[config.mk]
export PLATFORM = sky130hd
export DESIGN_NAME = bus_decoder_arbiter
export DESIGN_NICKNAME = d
export VERILOG_FILES = /design/src/rtl/bus_decoder_arbiter.sv
export SDC_FILE = /design/constraint.sdc
export NUM_CORES = 1
export LEC_CHECK = 0
export ABC_AREA = 0
export CAP_MARGIN = 20
export CORE_ASPECT_RATIO = 0.6
export CORE_MARGIN = 2
export CORE_UTILIZATION = 33
export CTS_CLUSTER_DIAMETER = 150
export CTS_CLUSTER_SIZE = 8
export DETAILED_ROUTE_END_ITERATION = 7
export PLACE_DENSITY = 0.65
export SETUP_SLACK_MARGIN = 0.15
export SYNTH_ARGS = -nofsm -noshare
export SYNTH_HDL_FRONTEND = slang
export SYNTH_SLANG_ARGS = --single-unit
export TNS_END_PERCENT = 100
[constraint.sdc]
create_clock -name clock -period 2.2 [get_ports clock]
set_input_delay 0.44 -clock clock [delete_from_list [all_inputs] [get_ports clock]]
set_output_delay 0.44 -clock clock [all_outputs]
set_load 0.01 [all_outputs]
[src/rtl/bus_decoder_arbiter.sv]
// bus_decoder_arbiter: two-master arbiter, memory/peripheral decode, ready/ack handshake with timeout; define ARB_ROUND_ROBIN_EN for round-robin arbitration
module bus_decoder_arbiter #(
  parameter int ADDR_WIDTH = 32,
  parameter int NUM_PERIPH = 8,
  parameter logic [ADDR_WIDTH-1:0] PERIPH_BASE = 32'h80000000,
  parameter int TIMEOUT = 15
) (
  input  logic                  clock,
  input  logic                  reset_n,
  input  logic                  m0_req,
  input  logic [ADDR_WIDTH-1:0] m0_addr,
  input  logic                  m0_we,
  input  logic                  m1_req,
  input  logic [ADDR_WIDTH-1:0] m1_addr,
  input  logic                  m1_we,
  input  logic                  mem_ready,
  input  logic [NUM_PERIPH-1:0] periph_ready,
  output logic                  m0_ack,
  output logic                  m1_ack,
  output logic                  bus_err,
  output logic                  sel_mem,
  output logic [NUM_PERIPH-1:0] sel_periph,
  output logic                  bus_we,
  output logic [ADDR_WIDTH-1:0] bus_addr,
  output logic                  owner,
  output logic [ADDR_WIDTH-1:0] err_addr
);
  localparam logic [1:0] IDLE = 2'd0, ACCESS = 2'd1, RESP = 2'd2, ERR = 2'd3;
  logic [1:0] state;
  logic [7:0] cnt;
  logic grant, req_we, hit_mem, hit_periph, ready, done;
  logic [ADDR_WIDTH-1:0] req_addr;
  logic [3:0] slot;
  logic [NUM_PERIPH-1:0] dec;
`ifdef ARB_ROUND_ROBIN_EN
  logic prio;
  assign grant = m0_req && m1_req ? prio : m1_req;
`else
  assign grant = m1_req;
`endif
  assign req_addr = grant ? m1_addr : m0_addr;
  assign req_we = grant ? m1_we : m0_we;
  assign slot = req_addr[11:8];
  assign hit_mem = !req_addr[ADDR_WIDTH-1];
  assign hit_periph = req_addr[ADDR_WIDTH-1] && req_addr[ADDR_WIDTH-1:12] == PERIPH_BASE[ADDR_WIDTH-1:12]
                      && 32'(slot) < NUM_PERIPH;
  assign ready = (sel_mem && mem_ready) || |(sel_periph & periph_ready);
  assign done = ready || cnt == 8'(TIMEOUT - 1);
  assign m0_ack = (state == RESP || state == ERR) && !owner;
  assign m1_ack = (state == RESP || state == ERR) && owner;
  assign bus_err = state == ERR;
  // one-hot select for the requested peripheral slot
  always_comb begin
    dec = '0;
    for (int k = 0; k < NUM_PERIPH; k++) dec[k] = hit_periph && 32'(slot) == k;
  end
  // transfer sequencing: grant and decode in IDLE, wait for ready or timeout, then acknowledge
  always_ff @(posedge clock) begin
    if (!reset_n) begin
      state <= IDLE;
      cnt <= '0;
      owner <= 1'b0;
      bus_addr <= '0;
      bus_we <= 1'b0;
      sel_mem <= 1'b0;
      sel_periph <= '0;
      err_addr <= '0;
`ifdef ARB_ROUND_ROBIN_EN
      prio <= 1'b1;
`endif
    end else begin
      case (state)
        IDLE: if (m0_req || m1_req) begin
          owner <= grant;
          bus_addr <= req_addr;
          bus_we <= req_we;
          sel_mem <= hit_mem;
          sel_periph <= dec;
          cnt <= '0;
          state <= hit_mem || hit_periph ? ACCESS : ERR;
        end
        ACCESS: begin
          cnt <= cnt + 8'd1;
          state <= ready ? RESP : done ? ERR : ACCESS;
          if (done) begin
            sel_mem <= 1'b0;
            sel_periph <= '0;
          end
        end
        default: begin
          if (state == ERR) err_addr <= bus_addr;
          cnt <= '0;
          state <= IDLE;
`ifdef ARB_ROUND_ROBIN_EN
          prio <= !owner;
`endif
        end
      endcase
    end
  end
endmodule

# ---- Yosys cells after proc, flatten, opt, wreduce, memory -nomap -nowiden
# Index checks and enable logic that the tools add are counted.
# W data, S select, Z words.
dict set report word_totals {
  register_bits 85
  out_inout_bits 78
}
dict set report classes {
  n_addsub 1
  n_lt_le_gt_ge 1
  eq_ne 14
  muxes 15
  bitwise 2
  n_reduce_logical 28
}
# cell count
set op_table {}
lappend op_table {{$mux W32} 1}
lappend op_table {{$pmux W8 S2} 2}
lappend op_table {{$mux W8} 3}
lappend op_table {{$eq A20 B20 Y1 const B} 1}
lappend op_table {{$eq A4 B3 Y1 const B} 4}
lappend op_table {{$logic_and A1 B1 Y1} 13}
lappend op_table {{$add A8 B1 Y8 const B} 1}
lappend op_table {{$and A8 B8 Y8} 1}
lappend op_table {{$eq A4 B2 Y1 const B} 2}
lappend op_table {{$eq A8 B4 Y1 const B} 1}
lappend op_table {{$mux W2} 4}
lappend op_table {{$reduce_or A8 Y1} 1}
lappend op_table {{$logic_or A1 B1 Y1} 5}
lappend op_table {{$eq A2 B2 Y1 const B} 2}
lappend op_table {{$eq A4 B1 Y1 const B} 1}
lappend op_table {{$logic_not A4 Y1} 1}
lappend op_table {{$lt A4 B4 Y1 const B} 1}
lappend op_table {{$ne A2 B2 Y1 const B} 2}
lappend op_table {{$pmux W2 S2} 1}
lappend op_table {{$reduce_and A2 Y1} 2}
lappend op_table {{$mux W1} 3}
lappend op_table {{$reduce_and A3 Y1} 1}
lappend op_table {{$eq A2 B1 Y1 const B} 1}
lappend op_table {{$logic_not A1 Y1} 2}
lappend op_table {{5 further kinds} 5}

# ---- Logic depth before layout (Yosys ltp)
# Gate-level depths: netlist of run 1.
dict set report logic_depth {
  ltp_word 8
  mapped_depth 7
  mapped_depth_nobuf 6
}

# ---- Worst setup path before layout of run 1
# OpenSTA, ideal clock, no wires.
dict set report synth_path {
  kind {in2reg}
  startpoint {in m1_req}
  endpoint {reg state[1]}
  arrival_ns 1.568
  slack_ns 0.514
  cell_stages 6
  path_buffers 3
  cell_sequence {buf_2 -> buf_2 -> buf_2 -> mux2i_1 -> o211ai_1 -> a22o_2}
}
dict set report synth_between {
  elab_chain_cells 8
}
# item line_no
set synth_rtl {}
lappend synth_rtl {{start: declaration} 13} ;# input logic m1_req,
lappend synth_rtl {{$mux W32} 41} ;# assign req_addr = grant ? m1_addr : m0_addr;
lappend synth_rtl {{$eq A20 B20 Y1} 45} ;# assign hit_periph = req_addr[ADDR_WIDTH-1] && req_addr[ADDR_WIDTH-1:12] == PERIPH_BASE[ADDR_WIDTH-1:12]
lappend synth_rtl {{$logic_and A1 B1 Y1} 45}
lappend synth_rtl {{$logic_and A1 B1 Y1} 46} ;# && 32'(slot) < NUM_PERIPH;
lappend synth_rtl {{$logic_or A1 B1 Y1} 80} ;# state <= hit_mem || hit_periph ? ACCESS : ERR;
lappend synth_rtl {{$mux W2} 80}
lappend synth_rtl {{$mux W2} 73} ;# IDLE: if (m0_req || m1_req) begin
lappend synth_rtl {{$pmux W2 S2} 72} ;# case (state)
lappend synth_rtl {{end signal: assignment} 80}
lappend synth_rtl {{end signal: assignment} 84} ;# state <= ready ? RESP : done ? ERR : ACCESS;
lappend synth_rtl {{end: declaration} 29} ;# logic [1:0] state;
# Parallel ways exist; a longest one is shown, timed or not. The select of a mux whose other input is x is not followed.
# A chain may end at the register's enable or synchronous reset.

# ---- Worst setup path after layout of run 1
dict set report layout_path {
  startpoint {reg state[1]}
  endpoint {out bus_err}
}
dict set report layout_between {
  elab_chain_cells 1
}
# item line_no
set layout_rtl {}
lappend layout_rtl {{$eq A2 B2 Y1} 51} ;# assign bus_err = state == ERR;
lappend layout_rtl {{end: declaration} 20} ;# output logic bus_err,
# No other way between the ends.

==> results.md, run 1 <==
* HP Class: reg -> reg
* DR WL met2 at 4960 um
* Worst slew margin at 62.9%
* Top-count cell post-synth: dfxtp_1
* Synth Warn # at 0
* Startpoint class of the critical path: flop
* Setup-failing EPs final at 0
* DR WL/cell at 16.4 um
* Die Y at 85.4 um
* Layout cells sized above 1 at 8.51%
* DR vias at 3628
* Register bit total from synthesis at 85
* FF-to-FF End: sel_periph[5]
* First-pass GRT wire length at 18300 um
* Dominant synthesized flop cell: dfxtp_1
* CTS Buf Count at 9
* RSZ-0062 raised after global routing: false
* Cts hold-fix bufs at 0
* Syn Nets at 499
* CORE AREA at 10700 um2
* Port-buffer cells at 156
* Synth area leader: dfxtp_1
* Vias in the first global route at 3451
* Htree depth at 3
* Status: completed
* CP Max Fanout at 8
* CTS tree: built
* Hold-critical path depth at 2
* Mapped Area at 3640 um2
* Routed length on met1 at 5480 um
* Most frequent cells after synthesis: dfxtp_1, nand2_1, nor2_1
* Root Buffer Master: clkbuf_16
* LEAKAGE at 2.10 nW
* Synth top area share at 46.7%
* Pins Over Slew Limit at 0
* # IOs at 157
* DRT antenna net count at 0
* Period utilization at 88.6%
* Clock tree sinks at 85
* Pin count of the biggest net entering global routing at 72
* R2R Setup Slk at 0.45 ns
* Reg-to-Reg Start: sel_periph[4]
* Final WL at 11700 um
* DR iter-0 viols at 211
* Total GRT Usage at 19.7%
* Synth area leaders: dfxtp_1, mux2i_1, nand2_1
* Met3 wire len at 1150 um
* Total grt overflow at 0
* RePlAce Congestion at 0.857
* Worst setup EP type: output pin
* Area after DPL at 5370 um2
* DP HPWL at 8710 um
* Hold Violations, Final at 0
* Drt pass-1 iters at 5
* DRC Markers at 0
* Worst skew pair latency at 0.33 ns
* CTS max path bufs at 2
* TNS Setup at 0 ns
* Slew @ Worst Pin at 0.551 ns
* Asr flop ratio synth at 0%
* Number of flops mapped to enable cells by yosys at 0
* Final net count at 655
* Std-Cell Rows at 29
* Reg2reg path depth at 6
* DIE AREA at 11900 um2
* Highest Signal Layer: met4
* Netlist cell types at 45
* Peak VDD IR at 0.394 mV
* Synth Area per Inst at 8.71 um2
* Hold Path Sink: err_addr[20]
* PwrDens at 672 nW/um2
* Final instance area at 5640 um2
* CP arrival at 1.51 ns
* # diodes at 0
* Worst-path clk slew at 0.06 ns
* Via-to-Cell Ratio at 5.07
* Initial Utilization at 34.1%
* Die width at 140 um
* Fillers at 993
* Worst Min Path Start: err_addr[20]
* Crit path required time at 1.76 ns
* Initial antenna violation count at 0
* Seq/Total Area, Yosys at 46.7%
* Fmax at 0.513 GHz
* Final Skew at 0.00398 ns
* Fin crit period at 1.95 ns
* Post-Synthesis Cells at 418
* P&R area growth vs syn at 55.0%
* WS Path Type: reg -> out
* Max Cap Viol at 0
through the flow:
step                utilization (%)  instances  power, mW  setup slack, ns  hold WS, ns
CTS                            52.7        714       3.84            0.155        0.455
global route                   52.9        715       3.99            0.165        0.469
floorplan                         -        418       2.07            0.514        0.457
finish                         52.9        715       3.79            0.251        0.450
global placement               50.3        701       2.48           -0.146        0.443
detailed placement             50.3        701       2.50           -0.171        0.447
cell families (layout without fill, tap and decap cells):
| logic type | after synthesis | after routing | share of synthesized area [%] |
|---|---|---|---|
| muxes | 33 | 33 | 9.14 |
| buffers and inverters | 33 | 191 | 4.30 |
| AOI/OAI and AO/OA | 106 | 106 | 19.4 |
| adders and majority gates | 2 | 2 | 0.687 |
| DFF | 85 | 85 | 46.7 |
| and+or+nand+nor | 159 | 159 | 19.8 |
worst max-delay path: stages, from the launching register on:
cell and delay (ns):
dfxtp_2 0.40, nand2_1 0.11, inv_1 0.08, clkdlybuf4s50_1 0.59
flip-flops by register name (all words and copies together) (netlist names):
register / count
bus_addr: 32
bus_we: 1
cnt: 8
err_addr: 32
owner: 1
sel_mem: 1
sel_periph: 8
state: 2
cell type report:
class,instances,area [um2],area share [%]
multi-input cells,300,1780,31.6
clock buffers,10,239,4.24
flip-flops and latches,85,1700,30.2
clock inverters,3,15.0,0.266
repair buffers,173,1710,30.3
inverters,5,18.8,0.333
well taps,139,174,3.08
report_power, final:
group / leakage (nW) / switching (mW) / internal, mW
Clock: 0.130 / 0.551 / 0.769
Sequential: 0.695 / 0.0832 / 1.64
Combinational: 1.27 / 0.344 / 0.409
Total: 2.10 / 0.978 / 2.81
cells in the final DEF (no fill, tap or decap), types with 3 or more instances in the layout:
master           count
mux2i_1             31
dfxtp_1             83
o21ai_0             11
clkinv_2             3
nor2_1              43
clkdlybuf4s50_1    155
a211oi_1            30
a22oi_1              4
and3_1               5
nor2b_1              4
nand3_1              4
inv_1                4
nor3_1               6
nand2_1             72
clkbuf_16            9
a22o_2              10
a21oi_1             39
nor4_1              10
buf_4               15
nand2b_1             3
metal layers:
layer  vias to the layer above  GRT usage [%]
met2                       152           29.6
met4                         0           5.00
li1                       1803              -
met3                         6           7.17
met5                         -              0
met1                      1667           26.9
repair_timing:
action | in CTS | in global routing
hold endpoints to repair | 0 | 0
gates resized for setup | 1 | 1
setup endpoints to repair | 1 | 10
pin swaps | 0 | 3
buffers inserted | 0 | 1
worst max-delay path by stage:
stage	from	to
global route	periph_ready[4]	sel_periph[2]
global placement	periph_ready[4]	sel_periph[7]
finish	state[1]	bus_err
detailed placement	periph_ready[4]	sel_periph[5]
CTS	periph_ready[4]	sel_periph[5]
floorplan	m1_req	state[1]
Power figures use the tool's default switching activity.
==> run 2: changes to the inputs <==
--- a/config.mk
+++ b/config.mk
@@ -5,15 +5,15 @@
 export SDC_FILE = /design/constraint.sdc
 export NUM_CORES = 1
 export LEC_CHECK = 0
-export ABC_AREA = 0
 export CAP_MARGIN = 20
+export CELL_PAD_IN_SITES_DETAIL_PLACEMENT = 0
+export CELL_PAD_IN_SITES_GLOBAL_PLACEMENT = 2
 export CORE_ASPECT_RATIO = 0.6
-export CORE_MARGIN = 2
-export CORE_UTILIZATION = 33
+export CORE_UTILIZATION = 23
 export CTS_CLUSTER_DIAMETER = 150
 export CTS_CLUSTER_SIZE = 8
 export DETAILED_ROUTE_END_ITERATION = 7
-export PLACE_DENSITY = 0.65
+export PLACE_DENSITY_LB_ADDON = 0.1
 export SETUP_SLACK_MARGIN = 0.15
 export SYNTH_ARGS = -nofsm -noshare
 export SYNTH_HDL_FRONTEND = slang
==> results.md, run 2 (synthesis gave the netlist of run 1 again) <==
* CP Max Fanout at 8 (unchanged)
* DR WL/cell at 16.4 um (+0.38%)
* Final Skew at 0.00514 ns (+0.00116 ns)
* Die width at 164 um (+18%)
* Max Cap Viol at 0 (unchanged)
* Power Total at 4.03 mW (+6.3%)
* Drt pass-1 iters at 4 (-1)
* Cts hold-fix bufs at 0 (unchanged)
* Port-buffer cells at 156 (unchanged)
* LEAKAGE at 2.17 nW (+3.2%)
* Initial antenna violation count at 3 (+3)
* RSZ-0062 raised after global routing: true
* Max stage delay on crit path at 0.40 ns (-0.19 ns)
* Worst slew margin at 72.2% (+9.2 points)
* Fmax at 0.513 GHz (about the same)
* Total grt overflow at 0 (unchanged)
* Period utilization at 88.6% (about the same)
* Critical path origin: periph_ready[4]
* PwrDens at 691 nW/um2 (+2.7%)
* CP arrival at 2.24 ns (+0.73 ns)
* HP Class: reg -> reg
* Pre-CTS setup slack at -0.145 ns (+0.0266 ns)
* Setup-failing EPs final at 0 (unchanged)
* CTS tree: built
* Top Registers: bus_addr: 32 flops, err_addr: 32 flops
* Worst-path clk slew at 0.07 ns (about the same)
* Total GRT Usage at 16.3% (-3.4 points)
* Crit path capture: sel_periph[2]
* WS Path Type: in -> reg
* DR vias at 3615 (-0.36%)
* Slew @ Worst Pin at 0.414 ns (-0.137 ns)
* Worst skew pair latency at 0.34 ns (about the same)
* Htree depth at 3 (unchanged)
* Worst setup EP type: flop
* DRT antenna net count at 0 (unchanged)
* Commonest non-fill, non-tap cells in the layout: clkdlybuf4s50_1, dfxtp_1, nand2_1
* Post-route setup slack at 0.250 ns (-0.000807 ns)
* Hold Violations, Final at 0 (unchanged)
* CTS Buf Count at 9 (unchanged)
* Status: completed
* Crit path required time at 2.49 ns (+0.73 ns)
* Clock tree sinks at 85 (unchanged)
* DRC Markers at 0 (unchanged)
* Crit path cell chain: clkdlybuf4s50_1, a222oi_1, inv_1, o31a_1, nor3_4, buf_4, a22o_2
* Area of the multi-input gates at 1780 um2 (unchanged)
* Final net count at 664 (+1.4%)
* Reg-to-Reg Start: sel_periph[4]
* Std-Cell Rows at 35 (+21%)
* Dpl cells at 774 (+10%)
* Finished Layout Cells at 792 (+11%)
* Initial Utilization at 23.6% (-11 points)
* Worst path slowest cell: clkdlybuf4s50_1
* Register Area at 1700 um2 (unchanged)
* Peak VDD IR at 0.337 mV (-14%)
* Pins Over Slew Limit at 0 (unchanged)
* DR iter-0 viols at 178 (-16%)
* # IOs at 157 (unchanged)
* Root Buffer Master: clkbuf_16
* Final WL at 13000 um (+11%)
* First-pass GRT wire length at 20200 um (+11%)
* FF-to-FF End: sel_periph[2]
* Fillers at 1586 (+60%)
* Core Util, Final at 37.9% (-15 points)
* DP HPWL at 9630 um (+11%)
* Die Y at 99.5 um (+17%)
* DIE AREA at 16400 um2 (+37%)
* P&R area growth vs syn at 60.4%
* Commonest non-fill, non-tap cell in the layout: clkdlybuf4s50_1
* R2R Setup Slk at 0.42 ns (-0.03 ns)
* Vias in the first global route at 3619 (+4.9%)
* CORE AREA at 15400 um2 (+44%)
* Reg2reg path depth at 6 (unchanged)
* RePlAce Congestion at 0.769 (-10%)
* CTS max path bufs at 2 (unchanged)
* Pin count of the biggest net entering global routing at 60 (-17%)
* Final hold slack at 0.452 ns (+0.00180 ns)
* Layout cells sized above 1 at 10.4% (+1.9 points)
* Fin crit period at 1.95 ns (+0.000807 ns)
* Startpoint class of the critical path: primary input
* Via-to-Cell Ratio at 4.56 (-10%)
==> run 2: cell types whose count changed in the layout (fill, tap and decap cells not counted) <==
cell       change
buf_4          +9
clkinv_4       +2
bufinv_16      +1
diode_2        +1
==> run 2: final cells by class <==
type,count,area share (%)
antenna,1,0.0428
clock buffer,10,4.09
clock inverter,6,1.07
inverter,5,0.321
timing repair buffer,182,30.4
multi-input combinational,300,30.5
tap,203,4.35
sequential,85,29.2
==> run 2: routing by layer <==
metal / global-route usage (%) / vias up / routed length (um)
met1: 23.2 / 1644 / 6650
met5: 0 / - / 0
met2: 22.8 / 138 / 4940
li1: - / 1824 / -
met4: 3.81 / 0 / 116
met3: 6.26 / 9 / 1290
==> run 2: critical path: cells and delay by family <==
kind                   cells  cell delay [ns]
AO/OA/AOI/OAI              3             0.88
buffers and inverters      3             0.72
AND/OR/NAND/NOR            1             0.20
==> run 2: power by group <==
| part | switching, mW | internal [mW] |
|---|---|---|
| sequential | 0.0837 | 1.64 |
| clock | 0.641 | 0.909 |
| combinational | 0.348 | 0.417 |
==> run 2: repair_timing <==
| action | in CTS | in global routing |
|---|---|---|
| setup buffers | 0 | 1 |
| gates resized for setup | 1 | 1 |
| pin swaps | 0 | 1 |
| endpoints found under the setup margin | 1 | 10 |
==> run 2: worst min path at each step <==
stage / from / endpoint / cells past startpoint
global route: err_addr[8] / err_addr[8] / 2
CTS: err_addr[30] / err_addr[30] / 2
global placement: err_addr[3] / err_addr[3] / 2
finish: err_addr[8] / err_addr[8] / 2
detailed placement: err_addr[30] / err_addr[30] / 2
floorplan: cnt[7] / cnt[7] / 2
==> run 2: per-stage QoR <==
stage / cell area, um2 / TNS, ns
2_1_floorplan: 3640 / 0
3_3_place_gp: 5530 / -0.891
3_5_place_dp: 5530 / -1.30
4_1_cts: 5830 / 0
5_1_grt: 5840 / 0
6_report: 5840 / 0
==> run 3: changes to the inputs <==
--- a/config.mk
+++ b/config.mk
@@ -5,7 +5,7 @@
 export SDC_FILE = /design/constraint.sdc
 export NUM_CORES = 1
 export LEC_CHECK = 0
-export CAP_MARGIN = 20
+export CAP_MARGIN = 15
 export CELL_PAD_IN_SITES_DETAIL_PLACEMENT = 0
 export CELL_PAD_IN_SITES_GLOBAL_PLACEMENT = 2
 export CORE_ASPECT_RATIO = 0.6
==> results of run 3 <==
No change in the layout: final DEF, timing and power equal those of run 2.
